<file path="src/rtl/scan_player_pkg.sv">
// rtl/scan_player_pkg.sv - shared types for the scan pattern player
package scan_player_pkg;

   typedef enum logic [2:0] {
      ST_IDLE    = 3'd0,
      ST_LOAD    = 3'd1,
      ST_SETTLE  = 3'd2,
      ST_MEASURE = 3'd3,
      ST_DONE    = 3'd4
   } player_state_e;

   localparam int PAT_PI_W = 5;
   localparam int PAT_PO_W = 2;

   // One entry of the pattern stream as produced by the ROM/loader.
   typedef struct packed {
      logic [PAT_PI_W-1:0] pi;
      logic [PAT_PO_W-1:0] xpct;
      logic [PAT_PO_W-1:0] mask;
      logic                last;
   } pat_rec_t;

endpackage

</file>
<file path="src/rtl/scan_masked_cmp.sv">
// rtl/scan_masked_cmp.sv - masked compare of observed vs expected outputs
module scan_masked_cmp #(
   parameter int W = 2
) (
   input  logic [W-1:0] po_i,
   input  logic [W-1:0] xpct_i,
   input  logic [W-1:0] mask_i,
   output logic [W-1:0] mism_o,
   output logic         any_fail_o
);

   assign mism_o     = (po_i ^ xpct_i) & mask_i;
   assign any_fail_o = |mism_o;

endmodule

</file>
<file path="src/rtl/scan_pattern_player.sv">
// rtl/scan_pattern_player.sv - applies ATPG vectors to a DUT and checks its outputs
module scan_pattern_player
   import scan_player_pkg::*;
#(
   parameter int NINPUTS       = PAT_PI_W,
   parameter int NOUTPUTS      = PAT_PO_W,
   parameter int SETTLE_CYCLES = 4,
   parameter int CNT_W         = 16
) (
   input  logic                clk,
   input  logic                rst_n,
   input  logic                start,
   input  logic                pat_valid,
   output logic                pat_ready,
   input  logic [NINPUTS-1:0]  pat_pi,
   input  logic [NOUTPUTS-1:0] pat_xpct,
   input  logic [NOUTPUTS-1:0] pat_mask,
   input  logic                pat_last,
   output logic [NINPUTS-1:0]  dut_pi,
   input  logic [NOUTPUTS-1:0] dut_po,
   output logic                busy,
   output logic                done,
   output logic                pass,
   output logic [CNT_W-1:0]    pat_count,
   output logic [CNT_W-1:0]    fail_count,
   output logic [CNT_W-1:0]    first_fail_pat,
   output logic [NOUTPUTS-1:0] first_fail_bits
);

   localparam int SCNT_W = (SETTLE_CYCLES > 1) ? $clog2(SETTLE_CYCLES) : 1;

   player_state_e        state_q;
   logic [SCNT_W-1:0]    settle_q;
   logic [NOUTPUTS-1:0]  xpct_q, mask_q, ff_bits_q;
   logic                 last_q;
   logic [NINPUTS-1:0]   dut_pi_q;
   logic [CNT_W-1:0]     pat_cnt_q, fail_cnt_q, ff_pat_q;
   logic                 busy_q, done_q, pass_q, ready_q;
   logic [NOUTPUTS-1:0]  mism;
   logic                 any_fail;
   logic [CNT_W-1:0]     fail_cnt_d;

   scan_masked_cmp #(.W(NOUTPUTS)) u_cmp (
      .po_i       (dut_po),
      .xpct_i     (xpct_q),
      .mask_i     (mask_q),
      .mism_o     (mism),
      .any_fail_o (any_fail)
   );

   assign fail_cnt_d = (any_fail && (fail_cnt_q != '1)) ? fail_cnt_q + CNT_W'(1) : fail_cnt_q;

   always_ff @(posedge clk or negedge rst_n) begin
      if (!rst_n) begin
         state_q    <= ST_IDLE;
         settle_q   <= '0;
         xpct_q     <= '0;
         mask_q     <= '0;
         last_q     <= 1'b0;
         dut_pi_q   <= '0;
         pat_cnt_q  <= '0;
         fail_cnt_q <= '0;
         ff_pat_q   <= '0;
         ff_bits_q  <= '0;
         busy_q     <= 1'b0;
         done_q     <= 1'b0;
         pass_q     <= 1'b0;
         ready_q    <= 1'b0;
      end else begin
         case (state_q)
            ST_IDLE, ST_DONE: begin
               if (start) begin
                  pat_cnt_q  <= '0;
                  fail_cnt_q <= '0;
                  ff_pat_q   <= '0;
                  ff_bits_q  <= '0;
                  busy_q     <= 1'b1;
                  done_q     <= 1'b0;
                  pass_q     <= 1'b0;
                  ready_q    <= 1'b1;
                  state_q    <= ST_LOAD;
               end
            end
            ST_LOAD: begin
               if (pat_valid) begin
                  dut_pi_q <= pat_pi;
                  xpct_q   <= pat_xpct;
                  mask_q   <= pat_mask;
                  last_q   <= pat_last;
                  settle_q <= SCNT_W'(SETTLE_CYCLES - 1);
                  ready_q  <= 1'b0;
                  state_q  <= ST_SETTLE;
               end
            end
            ST_SETTLE: begin
               if (settle_q == '0) state_q <= ST_MEASURE;
               else                settle_q <= settle_q - SCNT_W'(1);
            end
            ST_MEASURE: begin
               pat_cnt_q  <= pat_cnt_q + CNT_W'(1);
               fail_cnt_q <= fail_cnt_d;
               // Only the very first failure of the run is captured.
               if (any_fail && (fail_cnt_q == '0)) begin
                  ff_pat_q  <= pat_cnt_q;
                  ff_bits_q <= mism;
               end
               if (last_q) begin
                  busy_q  <= 1'b0;
                  done_q  <= 1'b1;
                  pass_q  <= (fail_cnt_d == '0);
                  state_q <= ST_DONE;
               end else begin
                  ready_q <= 1'b1;
                  state_q <= ST_LOAD;
               end
            end
            default: state_q <= ST_IDLE;
         endcase
      end
   end

   assign pat_ready       = ready_q;
   assign dut_pi          = dut_pi_q;
   assign busy            = busy_q;
   assign done            = done_q;
   assign pass            = pass_q;
   assign pat_count       = pat_cnt_q;
   assign fail_count      = fail_cnt_q;
   assign first_fail_pat  = ff_pat_q;
   assign first_fail_bits = ff_bits_q;

endmodule

</file>
<file path="config.mk">
export PLATFORM = sky130hd
export DESIGN_NAME = scan_pattern_player
export DESIGN_NICKNAME = d
export VERILOG_FILES = /design/src/rtl/scan_player_pkg.sv /design/src/rtl/scan_masked_cmp.sv /design/src/rtl/scan_pattern_player.sv
export SDC_FILE = /design/constraint.sdc
export NUM_CORES = 1
export LEC_CHECK = 0
export BUFFER_PORTS_ARGS = -buffer_cell sky130_fd_sc_hd__buf_2
export CELL_PAD_IN_SITES_DETAIL_PLACEMENT = 1
export CELL_PAD_IN_SITES_GLOBAL_PLACEMENT = 1
export CORE_UTILIZATION = 41
export DETAILED_ROUTE_END_ITERATION = 16
export PLACE_DENSITY_LB_ADDON = 0.3
export SYNTH_ARGS = -nofsm -noshare
export SYNTH_HDL_FRONTEND = slang
export SYNTH_SLANG_ARGS = --single-unit
</file>
<file path="constraint.sdc">
create_clock -name clk -period 3.05 [get_ports clk]
set_input_delay 0.915 -clock clk [delete_from_list [all_inputs] [get_ports clk]]
set_output_delay 0.915 -clock clk [all_outputs]
set_load 0.005 [all_outputs]
</file>
==> impl_metrics.json <==
{
  "power.density_nw_per_um2": 753,
  "final_area_sq_um": 4430,
  "hpwl_um": 7260,
  "maxCapViolCount": 0,
  "synthArstFlopShare": 1.00,
  "hold_viol": 0,
  "status": "finished clean",
  "die_h_um": 95.8,
  "cts_setup_buffers": 0,
  "drtIter0Drc": 114,
  "core-area_sq_um": 8340,
  "holdBufCountCts": 0,
  "synth_xor_xnor_area_share": 0.0194,
  "drc": 0,
  "htreeDepth": 3,
  "synth-main-ff-cell": "dfrtp_1",
  "dr.pass1.iters": 4,
  "synth_area_sq_um": 3600,
  "p_leak_nw": 2.09,
  "routed-via-count": 3296,
  "ys.warnings.count": 0,
  "initial_utilization": 0.432,
  "port_buffers": 74,
  "fmax_mhz": 353,
  "hold_slack_ns": 0.478,
  "drt-total-wl_um": 10200,
  "synth-seq-area-share": 0.479,
  "yosys.area_share.simple": 0.236,
  "fp.dieW_um": 95.8,
  "synth_mux_area_frac": 0.0458,
  "synth.distinct_cells": 55,
  "synth_top_area_frac": 0.479,
  "path_cells": "ha_1 -> buf_4 -> and4_1 -> nand4_1 -> nor3_1 -> buf_4 -> a31oi_1 -> or4_1 -> o31ai_1",
  "worst_pin_slew_ns": 0.729,
  "critPathMaxFanout": 9,
  "antennaDiodeCount": 0,
  "post-place-ws_ns": -0.0483,
  "grt_first_pass_wirelength_um": 16700,
  "cpMaxStageDelayCell": "dfrtp_1",
  "rows": 33,
  "wl_per_cell_um": 17.4,
  "synthCells": 385,
  "synth_edf_count": 0,
  "start_kind": "flop",
  "cts-buffers-inserted": 9,
  "ioPinCount": 75,
  "grt_pass1_vias": 3324,
  "period_minus_slack_ns": 2.84,
  "track_usage": 0.241,
  "vias_per_cell": 5.65,
  "cp.required_ns": 3.31,
  "arrival_ns": 3.09,
  "syn-num-nets": 405,
  "setup_tns_ns": 0,
  "slowest_delay_ns": 0.52,
  "avgSynthCellArea_sq_um": 9.36,
  "worst_slack_ns": 0.214,
  "clock-sinks": 69,
  "nFillCells": 1003,
  "setup_viol": 0,
  "area_growth_pct": 23.0,
  "ys_ff_latch": 69,
  "dieArea_sq_um": 9170,
  "synth_area_leaders": "dfrtp_1 (48%), o21ai_0 (7.2%), nand2_1 (6.0%), mux2_2 (3.7%), nand3_1 (3.1%)",
  "worstSetupPathType": "reg2reg",
  "p_total_mw": 3.34,
  "p_comb_frac": 0.372,
  "critPathMostFrequentCell": "buf_4",
  "grt_setup_unrepaired": "no",
  "period_share": 0.930,
  "ir_drop_mv": 0.472,
  "yosysTopAreaCell": "dfrtp_1",
  "hold_path_class": "reg2reg",
  "grt_start_max_net_pins": 44,
  "pwr-share-clk": 0.253,
  "synth-adder-area-share": 0.0139,
  "placed_area_sq_um": 4210,
  "synth_top_family_by_area": "simple AND/OR/NAND/NOR gates",
  "cts.path.max_buffers": 2,
  "p_sw_mw": 1.25,
  "end_kind": "flop",
  "grt_overflow": 0,
  "clk_pin_slew_ns": 0.08,
  "clk_latency_ns": 0.35,
  "final_layout_size_suffix_gt1_frac": 0.299,
  "gp_congestion": 0.824,
  "antenna_found_initial": 0,
  "clock_skew_ns": 0.0123,
  "seqPwrFrac": 0.375,
  "postCtsResizedCells": 0,
  "fin_nets": 493,
  "synth_compound_area_frac": 0.163,
  "drv_slew": 0,
  "detail-route-antenna-nets": 0,
  "cts_tree": "built",
  "switching_share": 0.376,
  "p_int_mw": 2.08,
  "relSlewSlack": 0.510,
  "root_buffer": "clkbuf_8"
}
==> path summary, 6_finish.rpt <==
check / start / endpoint / slack, ns / cells past startpoint
hold reg to reg: first_fail_pat[3] / first_fail_pat[3] / 0.48 / 2
max in group asynchronous: rst_n / first_fail_bits[1] / 1.80 / 2
hold / removal: first_fail_pat[3] / first_fail_pat[3] / 0.48 / 2
min in group asynchronous: rst_n / first_fail_pat[7] / 0.59 / 1
setup reg to reg: fail_count[0] / pass / 0.21 / 9
setup / recovery: fail_count[0] / pass / 0.21 / 9
==> stage by stage <==
step	instances	util
after floorplan	385	-
after CTS	583	0.531
final	583	0.531
after detailed placement	567	0.505
after global placement	567	0.505
after global routing	583	0.531
==> synthesized netlist by cell type, drive strengths merged, types with 4 or more instances <==
| library cell | number |
|---|---|
| mux2 | 12 |
| nor4 | 6 |
| dfrtp | 69 |
| ha | 4 |
| or4 | 4 |
| nand2b | 5 |
| nand3 | 22 |
| clkbuf | 14 |
| nand4 | 14 |
| buf | 11 |
| nor2 | 21 |
| xor2 | 5 |
| and3 | 5 |
| inv | 6 |
| a21oi | 7 |
| o21ai | 52 |
| o21bai | 4 |
| nand2 | 58 |
| nor3 | 13 |
| a31oi | 10 |
| o31ai | 7 |
==> flip-flops by register name (all words and copies together), names as in the netlist <==
signal / flops
dut_pi: 5
last_q: 1
pass: 1
first_fail_pat: 16
done: 1
state_q: 3
mask_q: 2
busy: 1
pat_count: 16
settle_q: 2
fail_count: 16
xpct_q: 2
first_fail_bits: 2
pat_ready: 1
==> per-layer routing <==
metal  track usage  up-vias  share of wire
li1              -     1567              -
met1         0.313     1634           0.46
met2         0.395       83           0.49
met3        0.0553       12          0.045
met4        0.0858        0          0.012
met5             0        -              0
==> placed cells by master (no fill, tap or decap), drive strengths merged, types with 4 or more instances in the layout <==
| cell type | instances |
|---|---|
| a21oi | 7 |
| a31oi | 10 |
| and3 | 5 |
| buf | 102 |
| clkbuf | 10 |
| dfrtp | 69 |
| ha | 4 |
| inv | 8 |
| mux2 | 12 |
| nand2 | 58 |
| nand2b | 5 |
| nand3 | 22 |
| nand4 | 14 |
| nor2 | 21 |
| nor3 | 13 |
| nor4 | 6 |
| o21ai | 52 |
| o21bai | 4 |
| o31ai | 7 |
| or4 | 4 |
| xor2 | 5 |
==> cell type report <==
cell class / count / area [sq um] / area share
clock buffers: 10 / 128 / 0.0288
clock inverters: 6 / 93.8 / 0.0212
well taps: 105 / 131 / 0.0297
inverters: 6 / 22.5 / 0.00508
multi-input cells: 285 / 1720 / 0.389
repair buffers: 102 / 606 / 0.137
flip-flops and latches: 69 / 1730 / 0.390
==> critical path, delay by kind of cell (launching register included) <==
family / cells / cell delay, ns
buffers and inverters: 2 / 0.34
DFF: 1 / 0.52
adders and majority gates: 1 / 0.23
and+or+nand+nor: 4 / 1.35
AOI/OAI and AO/OA: 2 / 0.33
==> power groups by stage <==
stage,Sequential (mW),Combinational [mW],Clock (mW)
2_1_floorplan,1.23,0.778,0
3_3_place_gp,1.25,1.19,0
3_5_place_dp,1.27,1.24,0
4_1_cts,1.25,1.25,0.860
5_1_grt,1.28,1.39,0.896
6_report,1.25,1.24,0.844
==> kinds of logic (layout without fill, tap and decap cells) <==
group                    after synthesis  after routing
XOR/XNOR                               8              8
AO/OA/AOI/OAI                         97             97
AND/OR/NAND/NOR                      161            161
flip-flops                            69             69
multiplexers                          15             15
buffers and inverters                 31            124
adder cells (fa/ha/maj)                4              4
No activity file was read; power rests on OpenSTA's default activity.
